## src/rtl/seq_detect_param.sv

```systemverilog
// Serial bit-pattern detector: runtime-loadable PAT_W-bit pattern, overlap select,
// valid-qualified input, registered one-cycle match pulse and saturating match counter.
module seq_detect_param #(
   parameter int              PAT_W   = 4,
   parameter logic [PAT_W-1:0] PATTERN = 4'b1011,
   parameter int              CNT_W   = 8
) (
   input  logic             clk,
   input  logic             rst,
   input  logic             din,
   input  logic             din_valid,
   input  logic             overlap,
   input  logic             pat_load,
   input  logic [PAT_W-1:0] pat_in,
   input  logic             cnt_clr,
   output logic             match,
   output logic [CNT_W-1:0] match_cnt
);

   localparam int               FILL_W   = $clog2(PAT_W + 1);
   localparam logic [FILL_W-1:0] FILL_MAX = FILL_W'(PAT_W);
   localparam logic [FILL_W-1:0] FILL_ARM = FILL_W'(PAT_W - 1);
   localparam logic [FILL_W-1:0] FILL_ONE = FILL_W'(1);
   localparam logic [CNT_W-1:0]  CNT_MAX  = {CNT_W{1'b1}};
   localparam logic [CNT_W-1:0]  CNT_ONE  = CNT_W'(1);

   logic [PAT_W-1:0]  pattern_r;
   logic [PAT_W-1:0]  hist_r;
   logic [FILL_W-1:0] fill_r;
   logic              match_r;
   logic [CNT_W-1:0]  cnt_r;

   logic [PAT_W-1:0]  cand_s;
   logic [FILL_W-1:0] fill_inc_s;
   logic              hit_s;

   // Candidate window, saturating fill increment and fill-guarded hit decision
   always_comb begin
      cand_s     = {hist_r[PAT_W-2:0], din};
      fill_inc_s = fill_r;
      hit_s      = 1'b0;
      if (fill_r != FILL_MAX) begin
         fill_inc_s = fill_r + FILL_ONE;
      end else begin
         fill_inc_s = fill_r;
      end
      // fill guard keeps reset/flush zeros in hist from ever matching
      if (!pat_load && din_valid && (cand_s == pattern_r) && (fill_r >= FILL_ARM)) begin
         hit_s = 1'b1;
      end else begin
         hit_s = 1'b0;
      end
   end

   // Pattern register, bit history, fill count and registered match pulse
   always_ff @(posedge clk or negedge rst) begin
      if (!rst) begin
         pattern_r <= PATTERN;
         hist_r    <= '0;
         fill_r    <= '0;
         match_r   <= 1'b0;
      end else if (pat_load) begin
         pattern_r <= pat_in;
         hist_r    <= '0;
         fill_r    <= '0;
         match_r   <= 1'b0;
      end else if (din_valid) begin
         hist_r  <= cand_s;
         match_r <= hit_s;
         if (hit_s && !overlap) begin
            fill_r <= '0;
         end else begin
            fill_r <= fill_inc_s;
         end
      end else begin
         match_r <= 1'b0;
      end
   end

   // Saturating match counter; a clear wins over a coincident hit
   always_ff @(posedge clk or negedge rst) begin
      if (!rst) begin
         cnt_r <= '0;
      end else if (cnt_clr) begin
         cnt_r <= '0;
      end else if (hit_s && (cnt_r != CNT_MAX)) begin
         cnt_r <= cnt_r + CNT_ONE;
      end else begin
         cnt_r <= cnt_r;
      end
   end

   assign match     = match_r;
   assign match_cnt = cnt_r;

endmodule

```

## config.mk

```make
export PLATFORM = sky130hd
export DESIGN_NAME = seq_detect_param
export DESIGN_NICKNAME = d
export VERILOG_FILES = /design/src/rtl/seq_detect_param.sv
export SDC_FILE = /design/constraint.sdc
export NUM_CORES = 1
export LEC_CHECK = 0
export CAP_MARGIN = 5
export CORE_MARGIN = 2
export CORE_UTILIZATION = 25
export CTS_BUF_LIST = sky130_fd_sc_hd__clkbuf_8
export CTS_CLUSTER_DIAMETER = 150
export DETAILED_ROUTE_END_ITERATION = 12
export PLACE_DENSITY = 0.41
export SLEW_MARGIN = 20
export SYNTH_ARGS = -nofsm -noshare
export SYNTH_HDL_FRONTEND = slang
export SYNTH_SLANG_ARGS = --single-unit
```

## constraint.sdc

```tcl
create_clock -name clk -period 1.89 [get_ports clk]
set_input_delay 0.4725 -clock clk [delete_from_list [all_inputs] [get_ports clk]]
set_output_delay 0.4725 -clock clk [all_outputs]
set_load 0.02 [all_outputs]
```

* After elaboration in Yosys (flattened, before gate mapping)
Index checks and enable logic that the tools add are counted.
** Operators by class
- Mux-type cells :: 11
- Bitwise gates (word level) :: 0
- Eq/ne operators :: 3
- Divide/modulo/power cells :: 0
- Multiply operators :: 0
- Reductions and logical operators :: 11
- Magnitude comparators :: 1
- Add/sub/neg operators :: 2
- Shifts and indexed selects :: 0
** Operators with widths (count)
- 3-bit 2-to-1 mux :: 6
- 8-bit 2-to-1 mux :: 2
- 8-bit by 1-bit adder with 8-bit output, second input constant :: 1
- 8-bit inequality test, second input constant :: 1
- 1-bit logical AND :: 5
- 4-bit == test :: 1
- 2-bit nonzero test :: 2
- 3-bit by 1-bit adder with 3-bit output, second input constant :: 1
- 3-bit by 2-bit greater-or-equal comparator with 1-bit output, second input constant :: 1
- 1-bit 2-to-1 mux :: 3
- 3-bit inequality test, second input constant :: 1
- 3-bit nonzero test :: 1
- 1-bit logical NOT :: 2
- 2-bit AND reduction :: 1
** Word-level totals
- Memories :: 0
- Bits in latches :: 0
- Flip-flop bits (word level) :: 19
- Input port bits :: 11
- ROM bits :: 0
- Output and inout port bits :: 9
- RAM bits :: 0

* Longest topological paths before layout
- Word-level depth :: 9
- Depth in mapped cells :: 7
- Gate-level depth less buffers :: 6

* Worst setup path after synthesis
OpenSTA, ideal clock, no wires.
- Path type :: register to register
- Start :: register cnt_r[0] (netlist: match_cnt[0])
- End :: register cnt_r[6] (netlist: match_cnt[6])
- Path buffers :: 1
- Stages on the path, launching flop included :: 7
- Setup slack :: 0.077 ns
- Period minus slack after synthesis :: 1.813 ns
- Arrival time :: 1.688 ns
- Cells stage by stage :: dfrtp_1 > ha_1 > nand3_1 > o2111ai_2 > buf_6 > nor4_1 > mux2_2
** Between the ends
- Longest elaborated chain between the ends :: 3
- Elaborated cells on any way between the ends :: 6
- Classes of those cells :: add/sub (1); eq/ne (1); mux (2); reduce/logical (2)
** Ends and longest elaborated chain
- from (decl) :: RTL line 31 : logic [CNT_W-1:0] cnt_r;
- from (signal assigned) :: RTL line 87 : cnt_r <= cnt_r + CNT_ONE;
- from (signal assigned) :: RTL line 89 : cnt_r <= cnt_r;
- 8-bit by 1-bit adder with 8-bit output or 8-bit inequality test (tied branches) :: RTL line 87, 86
- 8-bit 2-to-1 mux or 1-bit logical AND (tied branches) :: RTL line 86 : end else if (hit_s && (cnt_r != CNT_MAX)) begin
- 8-bit 2-to-1 mux or 2-bit nonzero test (tied branches)
Several ways; a longest one is shown, not always the timed one. The select of a mux whose other input is x is not followed.
A chain may end at the register's enable or synchronous reset.

* Worst setup path after layout
- Start :: register cnt_r[0] (netlist: match_cnt[0])
- End :: output port match_cnt[0]
** RTL lines
- to (decl) :: RTL line 17 : output logic [CNT_W-1:0] match_cnt
No word-level cell between the ends.

==> impl_metrics.py <==
metrics = {
    "synth": {
        "synth_edf_count": 0,
        "ys_seq_area_share_pct": 46.5,
        "yosys-top-cells-area": "dfrtp_1 39%, dfstp_2 7.6%, mux2_2 6.6%",
        "syn-num-nets": 113,
        "synth_cell_type_count": 31,
        "avgSynthCellArea_um2": 10.5,
        "syn_area_um2": 1030,
        "synth_fa_ha_area_share_pct": 4.85,
        "synth-simple-area-share_pct": 17.2,
        "synth.most_common_cell": "dfrtp_1",
        "synth_ff_type": "dfrtp_1",
        "yosysWarnings": 0,
        "synth_cells": 98,
        "ys_ff_latch": 19,
        "synth_commonest_cells": "16 x dfrtp_1, 7 x a21oi_1, 7 x inv_1, 7 x nor2_1",
        "yosys.area.top_type": "dfrtp_1",
        "synth_compound_area_share_pct": 10.3,
        "async_reset_ff_share_pct": 100,
        "synthMuxAreaShare_pct": 10.6,
        "synth_top_area_share_pct": 38.8,
        "synth_top_family_by_area": "simple AND/OR/NAND/NOR gates",
        "synth_xor_xnor_area_share_pct": 4.98,
    },
    "critical_path": {
        "cp-start-kind": "register",
        "r2r-end": "match_cnt[3]",
        "critPathMaxStageDelay_ns": 0.60,
        "cp_cell_sequence": "buf_4 -> clkdlybuf4s50_1",
        "crit_cells": 2,
        "r2r_setup_slack_ns": 0.12,
        "cp_max_fo": 5,
        "critPathSlowestCell": "clkdlybuf4s50_1",
        "rr_worst_depth": 5,
        "crit_family": "buffers and inverters",
        "path_buf_inv": 2,
        "rr_startpoint": "match_cnt[1]",
        "critPathKind": "register to output pin",
        "cp_data_required_time_ns": 1.42,
        "critPathCaptureType": "output pin",
        "arrival_ns": 1.34,
    },
    "run_status": {
        "status": "finished, final reports clean",
    },
    "placed_design": {
        "hpwl_mm": 1.75,
        "gp_congestion": 0.864,
        "io_buffers": 19,
    },
    "timing": {
        "clock_skew_ns": 0.00452,
        "setup_viol": 0,
        "hold_viol": 0,
        "post-route-period-util_pct": 96.0,
        "period_needed_ns": 1.81,
        "max_slew.worst_pin.slew_ns": 0.299,
        "relSlewSlack_pct": 80.0,
        "final.setup.tns_ns": 0,
        "max_freq_mhz": 551,
        "drv_slew": 0,
        "rsz0062_at_grt": "false",
    },
    "final_layout": {
        "area_delta_synth_final_pct": 42.1,
        "final_util_pct": 36.9,
        "nFillCells": 401,
        "nets": 147,
        "drive_gt1_share_pct": 26.0,
        "antenna_cells": 0,
    },
    "run": {
        "cap_viol_max_count": 0,
    },
    "floorplan": {
        "io_pins": 20,
        "core-area_um2": 3970,
        "die-area_um2": 4650,
        "die_h_um": 68.2,
        "row_count": 23,
        "die_w_um": 68.2,
        "initial_core_util_pct": 26.0,
    },
    "cts": {
        "cts_inserted_buffers": 3,
        "cts_tree": "built",
        "clk_pin_slew_ns": 0.08,
        "insertion_delay_ns": 0.26,
        "clkSinkCount": 19,
        "clockRootBuffer": "clkbuf_8",
        "cts_setup_buffers": 0,
        "htreeDepth": 1,
        "clk_path_buf_depth": 2,
        "hold_buffers": 0,
    },
    "worst_hold_path": {
        "holdCritPathClass": "register to register",
        "worstHoldStart": "pattern_r[2]",
        "whs_endpoint": "pattern_r[2]",
        "worst_hold_path.num_cells": 1,
    },
    "grt": {
        "grt_max_degree": 20,
        "grt-ovfl-total": 0,
        "grtUsageTotal_pct": 12.4,
        "grt_pass1_wl_mm": 4.20,
        "grt_antenna_before_repair": 0,
        "grt_pass1_vias": 936,
    },
    "detailed_routing": {
        "vias_per_cell": 4.89,
        "dr.pass1.iters": 4,
        "remaining_drc_errors": 0,
        "wl_per_cell_um": 13.5,
        "dr_total_vias": 885,
        "ant_nets": 0,
        "wl_mm": 2.44,
        "drt-initial-drc-count": 48,
    },
    "pwr": {
        "power_leakage_uw": 0.000625,
        "power.density_nw_per_um2": 596,
        "vdd_drop_max_v": 0.000230,
        "fin_total_pwr_uw": 874,
    },
}
[routing by layer]
layer  global-route usage [%]  wire length, um  vias to the layer above
met5                        0                0                        -
met2                     21.7             1200                       27
met4                     6.75               43                        0
met3                     1.48               76                        2
met1                     14.6             1120                      435
li1                         -                -                      421
[cell usage in the layout (no fill, tap or decap), types with 3 or more instances in the layout]
cell type and n:
ha_1 4, o31ai_1 3, nor3_1 5, mux2i_1 3, nand2_1 3, a21oi_1 6
xnor2_1 3, nor2_1 7, clkbuf_8 3, or3_1 3, buf_4 14, inv_1 8
nor2b_1 3, or4_1 3, dfstp_2 3, mux2_2 6, clkdlybuf4s50_1 17, dfrtp_1 16
[metrics by stage]
step           instance area [um^2]  cells  setup WS, ns  hold WS [ns]
2_1_floorplan                  1030     98        0.0773         0.177
3_3_place_gp                   1360    176        -0.259         0.524
3_5_place_dp                   1360    176        -0.331         0.532
4_1_cts                        1420    181      -0.00237         0.550
5_1_grt                        1470    181        0.0113         0.562
6_report                       1470    181        0.0756         0.544
[registers in the layout, indices dropped and copies added, names as in the netlist]
name / cells
match_cnt: 8
pattern_r: 4
fill_r: 3
hist_r: 3
match: 1
[repair_timing]
action | 4_1_cts | 5_1_grt
gates resized for setup | 1 | 8
pin swaps | 1 | 3
setup endpoints to repair | 5 | 9
cloned | 1 | 0
[final cells by class]
class	instances	area, um^2	area share (%)
clock buffer	3	41.3	2.82
timing repair buffer	33	300	20.5
sequential	19	479	32.7
inverter	7	26.3	1.79
clock inverter	1	3.75	0.256
multi-input combinational	68	552	37.7
tap	50	62.6	4.27
[worst register-to-register path, delay by kind of cell, from the launching register on]
family	cells	cell delay [ns]
fa+ha+maj	1	0.22
simple gates	2	0.70
compound gates	2	0.37
flops	1	0.42
[power by group]
| group | internal [uW] | switching, uW | total [uW] |
|---|---|---|---|
| clock network | 144 | 142 | 286 |
| registers | 428 | 13.7 | 442 |
| logic | 76.5 | 69.3 | 146 |
| total | 649 | 225 | 874 |
[worst max-delay path by stage]
| stage | startpoint | endpoint |
|---|---|---|
| 2_1_floorplan | match_cnt[0] | match_cnt[6] |
| 3_3_place_gp | din | match_cnt[6] |
| 3_5_place_dp | din | match_cnt[6] |
| 4_1_cts | din | match_cnt[6] |
| 5_1_grt | fill_r[1] | match_cnt[6] |
| 6_report | match_cnt[0] | match_cnt[0] |
[logic make-up (layout without fill, tap and decap cells)]
kind of cell	after synthesis	count (layout)
multiplexers	10	10
AND/OR/NAND/NOR	32	32
adder cells (fa/ha/maj)	4	4
XOR/XNOR	5	5
AO/OA/AOI/OAI	16	17
buffers and inverters	12	44
flip-flops	19	19
Note: power is estimated with default switching activity, not from simulation.
